File: src/rtl/serial_operand_feeder.sv
// Parallel-to-serial operand feeder for a bit-serial adder: shifts an A/B pair out
// LSB-first inside a start-high frame of W+1 bits, then holds start low for the carry clear.
module serial_operand_feeder #(
   parameter int W          = 8,
   parameter bit SIGNED     = 1'b0,
   parameter int GAP_CYCLES = 1
) (
   input  logic         clk,
   input  logic         rst_n,
   input  logic         in_valid,
   output logic         in_ready,
   input  logic [W-1:0] a_in,
   input  logic [W-1:0] b_in,
   output logic         a_ser,
   output logic         b_ser,
   output logic         start,
   output logic         busy,
   output logic         frame_last
);

   localparam int CW = $clog2(W + 1);
   localparam int GW = (GAP_CYCLES > 1) ? $clog2(GAP_CYCLES) : 1;
   localparam logic [CW-1:0] LAST_BIT = CW'(W);
   localparam logic [CW-1:0] PRE_LAST = CW'(W - 1);
   localparam logic [GW-1:0] LAST_GAP = GW'(GAP_CYCLES - 1);

   typedef enum logic [1:0] {S_IDLE, S_SHIFT, S_GAP} state_t;

   state_t             state_q, state_d;
   logic [CW-1:0]      bit_cnt_q, bit_cnt_d;
   logic [GW-1:0]      gap_cnt_q, gap_cnt_d;
   logic [1:0][W-1:0]  sh_q, sh_d;
   logic [1:0][W-1:0]  load_val;
   logic [1:0]         load_bit0;
   logic [1:0]         ser_q, ser_d;
   logic               start_q, start_d;
   logic               busy_q, busy_d;
   logic               last_q, last_d;
   logic               accept;

   // Lane 0 carries A, lane 1 carries B. Bit 0 goes straight to the output on accept;
   // the shift register keeps the remaining bits with the extension bit on top.
   for (genvar gi = 0; gi < 2; gi++) begin : g_lane
      logic [W-1:0] op;
      assign op            = (gi == 0) ? a_in : b_in;
      assign load_val[gi]  = {(SIGNED ? op[W-1] : 1'b0), op[W-1:1]};
      assign load_bit0[gi] = op[0];
   end

   assign in_ready = (state_q == S_IDLE) ||
                     ((state_q == S_GAP) && (gap_cnt_q == LAST_GAP));
   assign accept   = in_valid && in_ready;

   always_comb begin
      state_d   = state_q;
      bit_cnt_d = bit_cnt_q;
      gap_cnt_d = gap_cnt_q;
      sh_d      = sh_q;
      ser_d     = '0;
      start_d   = 1'b0;
      busy_d    = 1'b0;
      last_d    = 1'b0;

      case (state_q)
         S_IDLE: begin
            busy_d = 1'b0;
         end
         S_SHIFT: begin
            busy_d = 1'b1;
            if (bit_cnt_q == LAST_BIT) begin
               state_d   = S_GAP;
               gap_cnt_d = '0;
            end else begin
               bit_cnt_d = bit_cnt_q + CW'(1);
               start_d   = 1'b1;
               last_d    = (bit_cnt_q == PRE_LAST);
               for (int k = 0; k < 2; k++) begin
                  ser_d[k] = sh_q[k][0];
                  sh_d[k]  = sh_q[k] >> 1;
               end
            end
         end
         S_GAP: begin
            busy_d = 1'b1;
            if (gap_cnt_q == LAST_GAP) begin
               state_d = S_IDLE;
               busy_d  = 1'b0;
            end else begin
               gap_cnt_d = gap_cnt_q + GW'(1);
            end
         end
         default: begin
            state_d = S_IDLE;
         end
      endcase

      // Accept is only possible in IDLE or the final GAP cycle, so it overrides either.
      if (accept) begin
         state_d   = S_SHIFT;
         bit_cnt_d = '0;
         sh_d      = load_val;
         ser_d     = load_bit0;
         start_d   = 1'b1;
         busy_d    = 1'b1;
         last_d    = 1'b0;
      end
   end

   always_ff @(posedge clk or negedge rst_n) begin
      if (!rst_n) begin
         state_q   <= S_IDLE;
         bit_cnt_q <= '0;
         gap_cnt_q <= '0;
         sh_q      <= '0;
         ser_q     <= '0;
         start_q   <= 1'b0;
         busy_q    <= 1'b0;
         last_q    <= 1'b0;
      end else begin
         state_q   <= state_d;
         bit_cnt_q <= bit_cnt_d;
         gap_cnt_q <= gap_cnt_d;
         sh_q      <= sh_d;
         ser_q     <= ser_d;
         start_q   <= start_d;
         busy_q    <= busy_d;
         last_q    <= last_d;
      end
   end

   assign a_ser      = ser_q[0];
   assign b_ser      = ser_q[1];
   assign start      = start_q;
   assign busy       = busy_q;
   assign frame_last = last_q;

endmodule

File: config.mk
export PLATFORM = sky130hd
export DESIGN_NAME = serial_operand_feeder
export DESIGN_NICKNAME = d
export VERILOG_FILES = /design/src/rtl/serial_operand_feeder.sv
export SDC_FILE = /design/constraint.sdc
export NUM_CORES = 1
export LEC_CHECK = 0
export ABC_AREA = 1
export ABC_CLOCK_PERIOD_IN_PS = 2000
export CORE_MARGIN = 2
export CORE_UTILIZATION = 45
export CTS_BUF_LIST = sky130_fd_sc_hd__clkbuf_4
export DETAILED_ROUTE_END_ITERATION = 10
export GPL_TIMING_DRIVEN = 0
export PLACE_DENSITY_LB_ADDON = 0.08
export SYNTH_ARGS = -nofsm -noshare
export SYNTH_HDL_FRONTEND = slang
export SYNTH_SLANG_ARGS = --single-unit
export TNS_END_PERCENT = 10
File: constraint.sdc
create_clock -name clk -period 2 [get_ports clk]
set_clock_uncertainty 0.2 [all_clocks]
set_input_delay 0.2 -clock clk [delete_from_list [all_inputs] [get_ports clk]]
set_output_delay 0.2 -clock clk [all_outputs]
set_load 0.01 [all_outputs]
---- Word-level counts from Yosys, hierarchy flattened ----
Index checks and enable logic that the tools add are counted.
storage, ports and cells
  output and inout bits ................... 6
  word-level logic and storage cells ...... 55
  register bits after elaboration ......... 28
  input port bits ......................... 19
operators by class
  reduce and logical (&&, ||, !) cells .... 9
  eq/ne operators ......................... 9
  bitwise gates (word level) .............. 1
  mux-type cells .......................... 25
  add/sub/neg operators ................... 2
operator list
  cell                   number
  $mux W16               3
  $mux W2                6
  $mux W4                3
  $mux W1                10
  $ne A2 B2 Y1 const B   3
  $ne A3 B3 Y1 const B   2
  $pmux W2 S3            1
  $add A4 B1 Y4 const B  1
  $eq A4 B3 Y1 const B   1
  $eq A4 B4 Y1 const B   1
  $pmux W1 S2            2
  $reduce_and A2 Y1      2
  $reduce_bool A2 Y1     2
  $reduce_and A3 Y1      1
  $eq A2 B1 Y1 const B   1
  $eq A2 B2 Y1 const B   1
  $logic_and A1 B1 Y1    2
  $logic_not A2 Y1       1
  $add A1 B1 Y1 const B  1
  $logic_or A1 B1 Y1     1
  $not A1 Y1             1

---- Longest topological paths before layout ----
  depth after elaboration ................. 6
  gate-level depth with buffers ........... 8
  mapped depth without buffers ............ 7

---- Worst setup path after synthesis ----
OpenSTA, ideal clock, no wires.
  path kind ............................... register to register
  start point ............................. register bit_cnt_q[0]
  end point ............................... register sh_q[10] (netlist name)
  path slack .............................. 0.536 ns
  library setup time ...................... 0.116 ns
  buffers on the path ..................... 1
  arrival ................................. 1.148 ns
  clock period less this slack ............ 1.464 ns
  cell stages (with the launch flop) ...... 9
  required time ........................... 1.684 ns
  cell sequence ........................... dfrtp_1 inv_1 ha_1 nand3_2 nand2_4 nand2_4 buf_6 nand2_1 nand2_1
between the ends
  longest elaborated chain between the ends .. 3
ends and longest elaborated chain
  element                      line  source
  start, declared              30    logic [CW-1:0] bit_cnt_q, bit_cnt_d;
  start signal, assigned       121   bit_cnt_q <= bit_cnt_d;
  $eq A4 B4 Y1                 70    if (bit_cnt_q == LAST_BIT) begin
  $ne A2 B2 Y1 (no line)       --
  $reduce_and A2 Y1 (no line)  --
  end signal, assigned         114   sh_q <= '0;
  end signal, assigned         123   sh_q <= sh_d;
  end, declared                32    logic [1:0][W-1:0] sh_q, sh_d;
Every way passes these cells.
A chain may end at the register's enable or synchronous reset.

---- Worst setup path in the final report ----
  start point ............................. register state_q[0]
  end point ............................... output port in_ready
between the ends
  longest elaborated chain between the ends .. 3
  elaborated cells between the ends (all ways) .. 4
  classes of those cells .................. 1 x eq/ne; 3 x reduce/logical
ends and longest elaborated chain
  element                 line  source
  start, declared         29    state_t state_q, state_d;
  start signal, assigned  120   state_q <= state_d;
  $eq A2 B2 Y1            51    ((state_q == S_GAP) && (gap_cnt_q == LAST_GAP));
  $logic_and A1 B1 Y1     51
  $logic_or A1 B1 Y1 (*)  50    assign in_ready = (state_q == S_IDLE) ||
  end, declared           11    output logic in_ready,
Every way passes the cells marked *; elsewhere a longest branch is shown, timed or not.

==> flow_metrics.tcl <==
set metrics [dict create \
    insertion_delay_ps 330 \
    ant_nets 0 \
    io_pins 25 \
    holdBufCountCts 0 \
    worstReg2RegStart "bit_cnt_q[0]" \
    run_status "finished, final reports clean" \
    num_rows 18 \
    drive_gt1_share_pct 9.392 \
    synth_nets 174 \
    overflow 0 \
    rr_worst_depth 8 \
    setup_slack_ps 229.7 \
    core_area_um2 2522 \
    yosysTopAreaCell "dfrtp_1" \
    async_flop_share_pct 100.0 \
    worst_pin_slew_ps 1091 \
    initial_core_util_pct 48.56 \
    min_to "sh_q[6]" \
    place_area_um2 1503 \
    end_kind "primary output" \
    dieWidth_um 56.18 \
    vias_per_cell 4.986 \
    drc 0 \
    p_comb_share_pct 46.2 \
    synth_cell_type_count 17 \
    maxCapViolations 0 \
    clock.fmax_mhz 564.9 \
    vias 1052 \
    ys_ff_latch 25 \
    die_area_um2 3156 \
    postCtsSetupBuffers 0 \
    grt_pass1_wl_um 4291 \
    clock_path_buffers 2 \
    p_clk_share_pct 12.0 \
    peakVddDrop_mv 0.8482 \
    hold_depth 3 \
    synth_common_cells "56 x nand2_1, 25 x dfrtp_1, 20 x nand3_1, 17 x inv_1, 12 x o21ai_0" \
    synthesis.area_um2 1225 \
    place_ws_ps 201.7 \
    min_path_type "input port to flip-flop" \
    fill_cells 247 \
    finalWirelength_um 2449 \
    grt_pass1_vias 990 \
    drt-pass1-iter-count 4 \
    finalHoldViolCount 0 \
    p_int_uw 1165 \
    startpoint_type "flip-flop" \
    area_growth_pct 25.13 \
    clk_pin_slew_worst_paths_ps 140 \
    hold_start "a_in[7]" \
    worstPathMaxFanout 3 \
    drv_slew 0 \
    antenna_cells 0 \
    cp.required_ps 1600 \
    cts_root_buffer "clkbuf_4" \
    syn_area_per_cell_um2 8.006 \
    multi_input_area_um2 486.7 \
    switching_power_uw 813.3 \
    cts.repair.resized 0 \
    swShare_pct 41.11 \
    stdcell_area_um2 1533 \
    synth_top_cell_area_share_pct 51.07 \
    finalCritPeriodShare_pct 88.52 \
    antenna_found_initial 0 \
    cp.arrival_ps 1370 \
    synth-edff-count 0 \
    grt_usage_pct 17.20 \
    htreeDepth 1 \
    rr_endpoint "sh_q[4]" \
    ys.flop_type "dfrtp_1" \
    regArea_um2 625.6 \
    p_per_area_nw_per_um2 1291 \
    worstSetupPathType "flip-flop to primary output" \
    grt_max_degree 26 \
    yosys-top-cells-area "dfrtp_1 51%, nand2_1 17%, nand3_1 8.2%" \
    reg2reg_slack_ps 360 \
    p_leak_uw 0.0008145 \
    setup_violations 0 \
    final_nets 203 \
    clkSinkCount 25 \
    cts_made_buffers 3 \
    portBuffers 24 \
    drt_iter0_drc 21 \
    slew_headroom_pct 27.05 \
    ys_seq_area_share_pct 51.07 \
    yosysMostFrequentCell "nand2_1" \
    total_power_uw 1979 \
    synthCells 153 \
    synth_warnings 0 \
    die_h_um 56.18 \
    worst_hold_slack_ps 194.2 \
    routedWlPerCell_um 11.61 \
    cts_tree "built" \
    seqPwrFrac_pct 41.8 \
    fin_crit_ps 1770 \
    rsz0062_at_grt "no" \
    finalSetupTns_ps 0 \
    dp_hpwl_um 1757 \
    place_congestion 0.7282 \
]
critical path, stage by stage, from the launching register on:
cell	delay, ps
dfrtp_1	410
inv_2	100
clkdlybuf4s50_1	540
per-layer routing:
metal	part of all wire, %	vias to the layer above	GRT usage [%]
li1	-	534	-
met1	45	484	21.58
met2	49	29	29.75
met3	4.4	5	2.791
met4	1.9	0	6.122
met5	0	-	0
registers in the layout (all words and copies together) (netlist names):
signal / count
busy: 1
sh_q: 14
ser_q: 2
start: 1
state_q: 2
frame_last: 1
bit_cnt_q: 4
placed cells by master, fill, tap and decap left out:
cell | synthesis | layout
xor2_1 | 1 | 1
ha_1 | 2 | 2
buf_6 | 1 | 1
o21ai_1 | 1 | 1
buf_4 | 2 | 2
clkinvlp_4 | 0 | 1
buf_2 | 3 | 3
inv_2 | 2 | 2
nand2_1 | 56 | 56
o21ai_0 | 12 | 12
nor2_2 | 1 | 1
nand4_1 | 2 | 2
dfrtp_1 | 25 | 25
clkbuf_4 | 0 | 3
nand3_1 | 20 | 20
nor2_1 | 4 | 4
nand3_2 | 1 | 1
inv_1 | 17 | 17
nand2_4 | 3 | 3
clkdlybuf4s50_1 | 0 | 24
power groups by stage:
stage | Clock [uW] | Sequential (uW) | Combinational [uW]
finish | 237 | 827 | 915
CTS | 250 | 827 | 926
global route | 260 | 853 | 1040
detailed placement | 0 | 840 | 923
floorplan | 0 | 831 | 617
global placement | 0 | 828 | 906
cell type report:
cell class              count  share of cell area (%)
inverters                  19                   4.653
clock inverters             1                  0.4898
plain buffers               6                   2.694
flip-flops and latches     25                   40.82
well taps                  30                   2.449
clock buffers               3                   1.469
multi-input cells         103                   31.76
repair buffers             24                   15.67
how the worst max path moves through the flow:
stage | startpoint | to | slack (ps)
6_report | state_q[0] | in_ready | 230
5_1_grt | state_q[0] | in_ready | 180
3_5_place_dp | rst_n | sh_q[12] | 200
3_3_place_gp | rst_n | sh_q[12] | 240
2_1_floorplan | bit_cnt_q[0] | sh_q[10] | 540
4_1_cts | state_q[0] | in_ready | 210
cell families after synthesis:
logic type	count (synthesis)	share of synthesized area (%)
DFF	25	51.07
xor gates and xnor gates	1	0.7151
AOI/OAI and AO/OA	13	5.311
buffers and inverters	25	9.192
and+or+nand+nor	87	31.66
adders and majority gates	2	2.043
through the flow:
stage / cells / util [%]
6_report: 211 / 60.76
2_1_floorplan: 153 / -
3_5_place_dp: 207 / 59.57
3_3_place_gp: 207 / 59.57
5_1_grt: 211 / 60.76
4_1_cts: 211 / 60.76
No activity file was read; power rests on OpenSTA's default activity.
